### src/rtl/keypad_pkg.sv
// Shared types and helpers for the matrix keypad scanner.
package keypad_pkg;

    typedef enum logic [1:0] {DWELL, SAMPLE, COMMIT} scan_state_t;

    localparam int DEB_W = 4;

    // Index width that never collapses to zero bits for single-entry ranges.
    function automatic int idx_w(input int n);
        return (n > 1) ? $clog2(n) : 1;
    endfunction

endpackage

### src/rtl/keypad_event_fifo.sv
// Synchronous event queue with valid/ready head and a sticky drop flag.
module keypad_event_fifo #(
    parameter int DATA_W = 8,
    parameter int DEPTH  = 8
) (
    input  logic              Clk,
    input  logic              Reset,
    input  logic              push,
    input  logic [DATA_W-1:0] push_data,
    output logic              valid,
    input  logic              ready,
    output logic [DATA_W-1:0] head_data,
    input  logic              ovf_clr,
    output logic              overflow
);
    localparam int AW = $clog2(DEPTH);

    logic [AW:0]       wr_q, rd_q;
    logic [DATA_W-1:0] mem [DEPTH];
    logic              full, pop, wr_en, drop;

    // Extra pointer bit separates full from empty when the indices match.
    assign valid = (wr_q != rd_q);
    assign full  = (wr_q[AW] != rd_q[AW]) && (wr_q[AW-1:0] == rd_q[AW-1:0]);
    assign pop   = valid && ready;
    assign wr_en = push && (!full || pop);
    assign drop  = push && full && !pop;

    assign head_data = valid ? mem[rd_q[AW-1:0]] : '0;

    always_ff @(posedge Clk) begin
        if (wr_en) mem[wr_q[AW-1:0]] <= push_data;
    end

    always_ff @(posedge Clk or posedge Reset) begin
        if (Reset) begin
            wr_q     <= '0;
            rd_q     <= '0;
            overflow <= 1'b0;
        end else begin
            if (wr_en) wr_q <= wr_q + 1'b1;
            if (pop)   rd_q <= rd_q + 1'b1;
            if (drop)         overflow <= 1'b1;
            else if (ovf_clr) overflow <= 1'b0;
        end
    end

endmodule

### src/rtl/keypad_scanner.sv
// Row-strobed matrix scanner: dwell, sample columns, then debounce one key
// per cycle and queue press/release events in scan order.
module keypad_scanner
    import keypad_pkg::*;
#(
    parameter int ROWS       = 4,
    parameter int COLS       = 6,
    parameter int SCAN_DIV   = 1000,
    parameter int DEBOUNCE   = 4,
    parameter int FIFO_DEPTH = 8
) (
    input  logic                          Clk,
    input  logic                          Reset,
    input  logic [COLS-1:0]               keycol,
    output logic [ROWS-1:0]               keyrow,
    output logic [ROWS*COLS-1:0]          button,
    output logic                          event_valid,
    input  logic                          event_ready,
    output logic [$clog2(ROWS*COLS)-1:0]  event_code,
    output logic                          event_press,
    output logic                          overflow,
    input  logic                          ovf_clr
);
    localparam int NKEYS = ROWS * COLS;
    localparam int KW    = idx_w(NKEYS);
    localparam int RW    = idx_w(ROWS);
    localparam int CW    = idx_w(COLS);
    localparam int DW    = idx_w(SCAN_DIV);

    typedef struct packed {
        logic [KW-1:0] code;
        logic          press;
    } key_event_t;

    scan_state_t                  state_q, state_d;
    logic [DW-1:0]                dwell_q;
    logic [RW-1:0]                row_q;
    logic [CW-1:0]                col_q;
    logic [COLS-1:0]              sample_q;
    logic [NKEYS-1:0]             button_q;
    logic [NKEYS-1:0][DEB_W-1:0]  cnt_q;
    logic                         dwell_done, last_col, commit, disagree, flip;
    logic [KW-1:0]                key;
    key_event_t                   push_evt, head_evt;

    assign dwell_done = (dwell_q == DW'(SCAN_DIV - 1));
    assign last_col   = (col_q == CW'(COLS - 1));
    assign key        = KW'(row_q) * KW'(COLS) + KW'(col_q);
    assign disagree   = (sample_q[col_q] != button_q[key]);
    assign flip       = commit && disagree && (cnt_q[key] == DEB_W'(DEBOUNCE - 1));

    always_comb begin
        state_d = state_q;
        commit  = 1'b0;
        unique case (state_q)
            DWELL:   if (dwell_done) state_d = SAMPLE;
            SAMPLE:  state_d = COMMIT;
            COMMIT: begin
                commit = 1'b1;
                if (last_col) state_d = DWELL;
            end
            default: state_d = DWELL;
        endcase
    end

    always_ff @(posedge Clk or posedge Reset) begin
        if (Reset) begin
            state_q  <= DWELL;
            dwell_q  <= '0;
            row_q    <= '0;
            col_q    <= '0;
            sample_q <= '0;
            button_q <= '0;
            cnt_q    <= '0;
        end else begin
            state_q <= state_d;
            if (state_q == DWELL)  dwell_q  <= dwell_done ? '0 : dwell_q + 1'b1;
            if (state_q == SAMPLE) sample_q <= ~keycol;
            if (commit) begin
                col_q <= last_col ? '0 : col_q + 1'b1;
                if (last_col) row_q <= (row_q == RW'(ROWS - 1)) ? '0 : row_q + 1'b1;
                // An agreeing sample is a bounce and restarts the run.
                if (!disagree || flip) cnt_q[key] <= '0;
                else                   cnt_q[key] <= cnt_q[key] + 1'b1;
                if (flip) button_q[key] <= ~button_q[key];
            end
        end
    end

    assign keyrow = ~(ROWS'(1) << row_q);
    assign button = button_q;

    assign push_evt.code  = key;
    assign push_evt.press = ~button_q[key];

    keypad_event_fifo #(
        .DATA_W ($bits(key_event_t)),
        .DEPTH  (FIFO_DEPTH)
    ) u_fifo (
        .Clk       (Clk),
        .Reset     (Reset),
        .push      (flip),
        .push_data (push_evt),
        .valid     (event_valid),
        .ready     (event_ready),
        .head_data (head_evt),
        .ovf_clr   (ovf_clr),
        .overflow  (overflow)
    );

    assign event_code  = head_evt.code;
    assign event_press = head_evt.press;

endmodule
### config.mk
export PLATFORM = sky130hd
export DESIGN_NAME = keypad_scanner
export DESIGN_NICKNAME = d
export VERILOG_FILES = /design/src/rtl/keypad_pkg.sv /design/src/rtl/keypad_event_fifo.sv /design/src/rtl/keypad_scanner.sv
export SDC_FILE = /design/constraint.sdc
export NUM_CORES = 1
export LEC_CHECK = 0
export CORE_ASPECT_RATIO = 1.4
export CORE_MARGIN = 8
export CORE_UTILIZATION = 45
export CTS_CLUSTER_DIAMETER = 80
export CTS_CLUSTER_SIZE = 16
export DETAILED_ROUTE_END_ITERATION = 16
export HOLD_SLACK_MARGIN = 0.15
export PLACE_DENSITY = 0.6
export SETUP_SLACK_MARGIN = 0.4
export SKIP_LAST_GASP = 1
export SLEW_MARGIN = 20
export SYNTH_ARGS = -nofsm -noshare
export SYNTH_HDL_FRONTEND = slang
export SYNTH_SLANG_ARGS = --single-unit
### constraint.sdc
create_clock -name Clk -period 7.75 [get_ports Clk]
set_clock_uncertainty 0.2 [all_clocks]
set_input_delay 1.1625 -clock Clk [delete_from_list [all_inputs] [get_ports Clk]]
set_output_delay 1.1625 -clock Clk [all_outputs]
set_load 0.005 [all_outputs]
# == Word level (Yosys, flattened, before mapping) ==
# Memory sizes are Yosys's and may differ from the RTL's.
# Cells that the tools add are included.
# word_totals
input_bits,10
elab_cells,106
register_bits,152
mem_count,1
output_inout_bits,36
ram_bits,48
# mem_list
memory,words,word_bits,read_ports,rd_clocked_by_memory_dff,write_ports,line_no,source
u_fifo.mem,8,6,1,0,1,keypad_event_fifo.sv:19,logic [DATA_W-1:0] mem [DEPTH];
# classes
n_eq_ne,12
shifts,1
mul,1
muxes,25
n_reduce_logical,18
n_addsub,7
order_cmp,3
bitwise,5
# ops
cell,n
96-bit AND,1
96-bit bitwise mux,1
96-bit 2-to-1 mux,1
96-bit NOT,1
24-bit bitwise mux,1
4-bit binary-select mux with 5-bit select,1
4-bit demux with 5-bit select,1
"4-bit by 1-bit adder with 4-bit output, second input constant",3
"10-bit by 1-bit adder with 10-bit output, second input constant",1
"10-bit == test, second input constant",1
10-bit 2-to-1 mux,1
1-bit logical AND,8
1-bit 2-to-1 mux,8
4-bit 2-to-1 mux,2
"5-bit by 6-bit less-than comparator with 1-bit output, second input constant",1
2-bit 2-to-1 mux,3
6-bit 2-to-1 mux,1
6-bit NOT,1
2-bit one-hot mux with 3 select lines,1
2-bit AND reduction,3
5-bit by 3-bit adder with 5-bit output,1
1-bit binary-select mux with 5-bit select,1
1-bit demux with 5-bit select,1
"5-bit by 1-bit greater-or-equal comparator with 1-bit output, second input constant",1
21 further kinds,27

# == Longest topological paths before layout ==
# depth
word_depth,10
mapped_depth,16
depth_no_buf,14

# == By module ==
# A second synthesis with hierarchy kept.
# hier_totals
hier_cells,811
area_unflattened_um2,9574.2
# by_module_without_submodules
module,seq_area_each_um2,cells_each,area_each_um2,instances
keypad_scanner,3578.4,676,7166.9,1
keypad_event_fifo,1666.6,135,2407.3,1

# == Worst setup path after synthesis ==
# No wires, ideal clock.
# synth_timing
kind,register to register
startpoint,register row_q[0]
endpoint,memory u_fifo.mem[7][0] in the netlist's numbering (enable)
n_path_buf,3
setup_slack_ps,3265
setup_time_ps,378
period_less_slack_ps,4485
arrival_time_ps,3907
required_ps,7172
path_stages_with_launch,16
cell_sequence,dfrtp_1 > inv_1 > ha_1 > inv_1 > fa_1 > buf_6 > buf_6 > buf_2 > mux4_2 > mux2i_1 > o221ai_1 > ha_1 > and2_1 > nor4b_4 > nand2_1 > nor4_2
# synth_between
elab_chain_cells,10
elab_cells_between_ends,13
classes_between,add/sub: 1; mul: 1; eq/ne: 2; mux: 6; reduce/logical: 3
# synth_rtl
item,line_no,source
from (decl),keypad_scanner.sv:37,logic [RW-1:0] row_q;
from (signal assigned),keypad_scanner.sv:81,if (last_col) row_q <= (row_q == RW'(ROWS - 1)) ? '0 : row_q + 1'b1;
2-bit by 2-bit multiplier with 4-bit output *,keypad_scanner.sv:48,assign key = KW'(row_q) * KW'(COLS) + KW'(col_q);
5-bit by 3-bit adder with 5-bit output *,keypad_scanner.sv:48,
1-bit binary-select mux with 5-bit select,keypad_scanner.sv:49,assign disagree = (sample_q[col_q] != button_q[key]);
1-bit 2-to-1 mux (implied by the code),keypad_scanner.sv:49,
1-bit inequality test,keypad_scanner.sv:49,
1-bit logical AND,keypad_scanner.sv:50,assign flip = commit && disagree && (cnt_q[key] == DEB_W'(DEBOUNCE - 1));
1-bit logical AND *,keypad_scanner.sv:50,
1-bit logical AND *,keypad_event_fifo.sv:26,assign wr_en = push && (!full || pop);
1-bit 2-to-1 mux *,keypad_event_fifo.sv:32,if (wr_en) mem[wr_q[AW-1:0]] <= push_data;
1-bit 2-to-1 mux (implied by the code) *,keypad_event_fifo.sv:32,
to (decl),keypad_event_fifo.sv:19,
# Every way passes the cells marked *; elsewhere a longest branch is shown, timed or not. The select of a mux whose other input is x is not followed.

# == Worst setup path after layout ==
# layout_timing
startpoint,register row_q[0]
endpoint,memory u_fifo.mem[7][3] in the netlist's numbering (enable)
# Same word-level chain as after synthesis.

==> run summary <==
The estimated wirelength of the detail-placed design is 15800 um, and the post-route setup TNS is 0 ns. Clock tree synthesis inserted a total of 17 buffers. The critical path data arrival time is 5.31 ns, and the average routed wire per standard cell is 20.5 um. The proportion of power drawn by combinational gates came out at 4.6%.

Residual DRC count: 0. Clock tree synthesis selected as its root buffer the cell clkbuf_16. The tightest min-delay check is of the flip-flop to flip-flop type. The number of synthesized flops with an enable pin is 48.

The die covers 26300 um2. The most common library cell in the layout ignoring fill and taps was dfrtp_1. The nature of the critical path startpoint is a flip-flop. The final-layout worst hold slack was 0.280 ns.

Setup repair after global routing left no endpoint under its margin. The core area is 21000 um2, and the number of placed instances with taps included is 1036. The tools report the overall fraction of global-route tracks in use as 17.5%.

Largest area contributor in the netlist: dfrtp_1. The most used flip-flop cell after synthesis is dfrtp_1. Count of nets left with antenna violations after detail routing: 0. The met3 usage in global routing is 2.73%. The clock-pin slew on the worst setup and hold paths works out to 0.07 ns. TritonCTS built the clock tree. The number of levels in the clock H-tree was 4; the number of top-level design ports was 46. The first global-routing pass estimated 35900 um of wire. The biggest cell delay along the critical path is 1.19 ns.

Internal power: 0.00156 W. The number of failing hold endpoints at the final stage is 0, and the horizontal die dimension is 139 um. The path with the worst hold slack has its endpoint at cnt_q[19].

The worst hold path begins at cnt_q[19]. The flow ran to the end, and the final reports show no timing, DRC or antenna violations. The power density over the cells is 191 nW/um2. The count of input and output buffers was 45; the count of instances resized after the clock tree is built was 0. Excluding fillers, the count of instances in the completed layout stands at 1069.

Reg-to-reg critical path endpoint: u_fifo.mem[7][3]. From synthesis to final layout, the design area changed by 12.3%. Row count: 63.

Of the total power, the share spent switching nets is 24.2%. The number of antenna violations at the first check in global routing is 0. For the via count of the first global-routing pass, the log shows 6400. Sequential cells burn 55.2% of the power. For the register area share after synthesis, the log shows 54.7%. After global routing, the most crowded layer is met2. The repair_antennas step left the layout with diodes totalling 0.

Synthesis produced a netlist with a net count of 784. For the max-cap violation count, the log shows 0. The aggregate routed wire length was 21900 um. The post-route minimum period works out to 5.46 ns. Of the cells placed in the final design, the portion with a size suffix greater than 1 is 18.9%.

The tools report the count of nets after finishing as 817. The slowest stage of the critical path belongs to the cell fa_2. A synthesized cell averages 12.6 um2.

Timing would allow up to 0.183 GHz. The depth of the worst register-to-register path came out at 13. The tree built by TritonCTS fans out to 200 sinks. The count of cell types in the netlist is 67, and the vertical extent of the die is 189 um.

The max-slew violation count was 0. The standby leakage power is 4.57 nW. The transition time of the tightest slew-check pin is 1.01 ns.

Entering global routing, the biggest net connects 79 pins. The number of setup buffers added after CTS is 0. By area the synthesized netlist is led by dfrtp_1, edfxtp_1, mux4_2, nand2_1, mux2_2. The share of total power dissipated in the clock network is 40.2%.

The area share of the leading cell type in the synthesized netlist was 39.6%; the net switching power was 0.000499 W. VDD sags by at most 0.140 mV. The mapped netlist covers 9600 um2. Buffers inserted to repair hold after CTS numbered 0.

Leaving out fill and tap cells, the most frequent cells in the layout are dfrtp_1, nand2_1, o21ai_0, edfxtp_1, clkdlybuf4s50_1. After detailed routing, the number of vias per cell comes to 5.68. Counting flops with an async set or reset pin after synthesis yields a share of 76.0%.

The worst hold path passes through 2 cells. Across all register-to-register paths, the minimum setup slack is 2.29 ns. The logs give 2 for the maximum buffer depth of the clock tree and 32.2% for the headroom to the max-slew limit. The clock reaches the later pin of the worst-skew pair after 0.43 ns. The routed via count was 6073; the first-pass iteration count of the detailed router was 4. The tools report the met2 demand-to-capacity share in global routing as 33.2%.

The Yosys step of the flow raised 0 warnings. The signal on the critical path passes through inv_1 -> ha_1 -> inv_1 -> fa_2 -> mux4_2 -> mux4_2 -> o2bb2ai_1 -> ha_1 -> and2_1 -> nor4b_4 -> buf_4 -> nand2_1 -> nor4_2. After synthesis the netlist holds a flip-flop and latch count of 200. The capturing element type of the critical path was a flip-flop. The total congestion overflow was 0. The worst register-to-register path begins at row_q[0]. For the met1 demand-to-capacity share in global routing, the log shows 19.6%.

After the first detailed-routing iteration, the DRC count stood at 378. The total of endpoints with negative setup slack in the final report was 0. The peak fanout along the critical path was 30; the cell count after synthesis was 763. After layout, the worst path uses 70.4% of the clock period.

Data required time at the worst endpoint: 7.60 ns. At the end of routability-driven placement, the weighted congestion stood at 0.835. Type of the setup path with the least slack: flip-flop to flip-flop.

The effective utilization at floorplan was 45.6%.
-- power groups by stage --
stage,clock network (W),logic (W),registers (W)
2_1_floorplan,0,0.000116,0.00111
3_3_place_gp,0,0.0000943,0.00116
3_5_place_dp,0,0.0000969,0.00116
4_1_cts,0.000848,0.0000969,0.00114
5_1_grt,0.000889,0.000105,0.00114
6_report,0.000829,0.0000946,0.00114
-- Yosys cell counts, types with 15 or more instances --
| cell type | instances |
|---|---|
| o21ai_2 | 20 |
| mux4_2 | 38 |
| o21ai_0 | 70 |
| nand4_1 | 25 |
| mux2_2 | 35 |
| inv_1 | 15 |
| nand2_1 | 123 |
| mux2_1 | 19 |
| dfrtp_1 | 152 |
| edfxtp_1 | 48 |
| nor2_1 | 32 |
-- registers in the layout, indices dropped and copies added (netlist names) --
name,flops
cnt_q,96
state_q,2
u_fifo.overflow,1
row_q,2
col_q,3
dwell_q,10
u_fifo.wr_q,4
u_fifo.mem,48
u_fifo.rd_q,4
sample_q,6
button,24
-- worst max-delay path: cells and delay by family (launching register included) --
kind / cells / cell delay (ns)
adders and majority gates: 3 / 1.78
and+or+nand+nor: 4 / 1.35
muxes: 2 / 0.66
AOI/OAI and AO/OA: 1 / 0.18
DFF: 1 / 0.41
buffers and inverters: 3 / 0.49
-- metal layers --
metal,share of wire (%),vias to the layer above
met5,0,-
met4,1.7,0
met3,2.9,20
met2,57,105
met1,39,3085
li1,-,2863
-- logic make-up after synthesis --
logic type      synth area share (%)
fa+ha+maj                       1.51
mux                             18.0
simple gates                    12.9
compound gates                  7.99
flops                           54.7
buf+inv                         3.25
xor+xnor                        1.72
-- area by class of cell --
class | count | area [um2]
Fill cell | 1811 | 10300
Sequential cell | 200 | 5250
Multi-Input combinational cell | 509 | 4060
Timing Repair Buffer | 52 | 527
Clock buffer | 17 | 425
Tap cell | 260 | 325
Clock inverter | 15 | 120
Inverter | 16 | 65.1
-- worst max path at each step --
stage,from,to,slack (ns),cells after the start
global route,row_q[0],u_fifo.mem[7][3],1.87,13
global placement,row_q[0],u_fifo.mem[7][0],2.34,13
CTS,row_q[0],u_fifo.mem[7][3],2.21,13
finish,row_q[0],u_fifo.mem[7][3],2.29,13
floorplan,Reset,button[0],2.29,1
detailed placement,row_q[0],u_fifo.mem[7][1],2.20,13
-- through the flow --
step / cell area (um2) / utilization [%] / worst slack [ns] / total power (W)
after floorplan: 9600 / - / 2.29 / 0.00123
after global placement: 10200 / 48.4 / 2.34 / 0.00125
after detailed placement: 10200 / 48.4 / 2.20 / 0.00126
after CTS: 10700 / 51.0 / 2.21 / 0.00208
after global routing: 10800 / 51.2 / 1.87 / 0.00214
final: 10800 / 51.2 / 2.29 / 0.00206
Power figures use the tool's default switching activity.
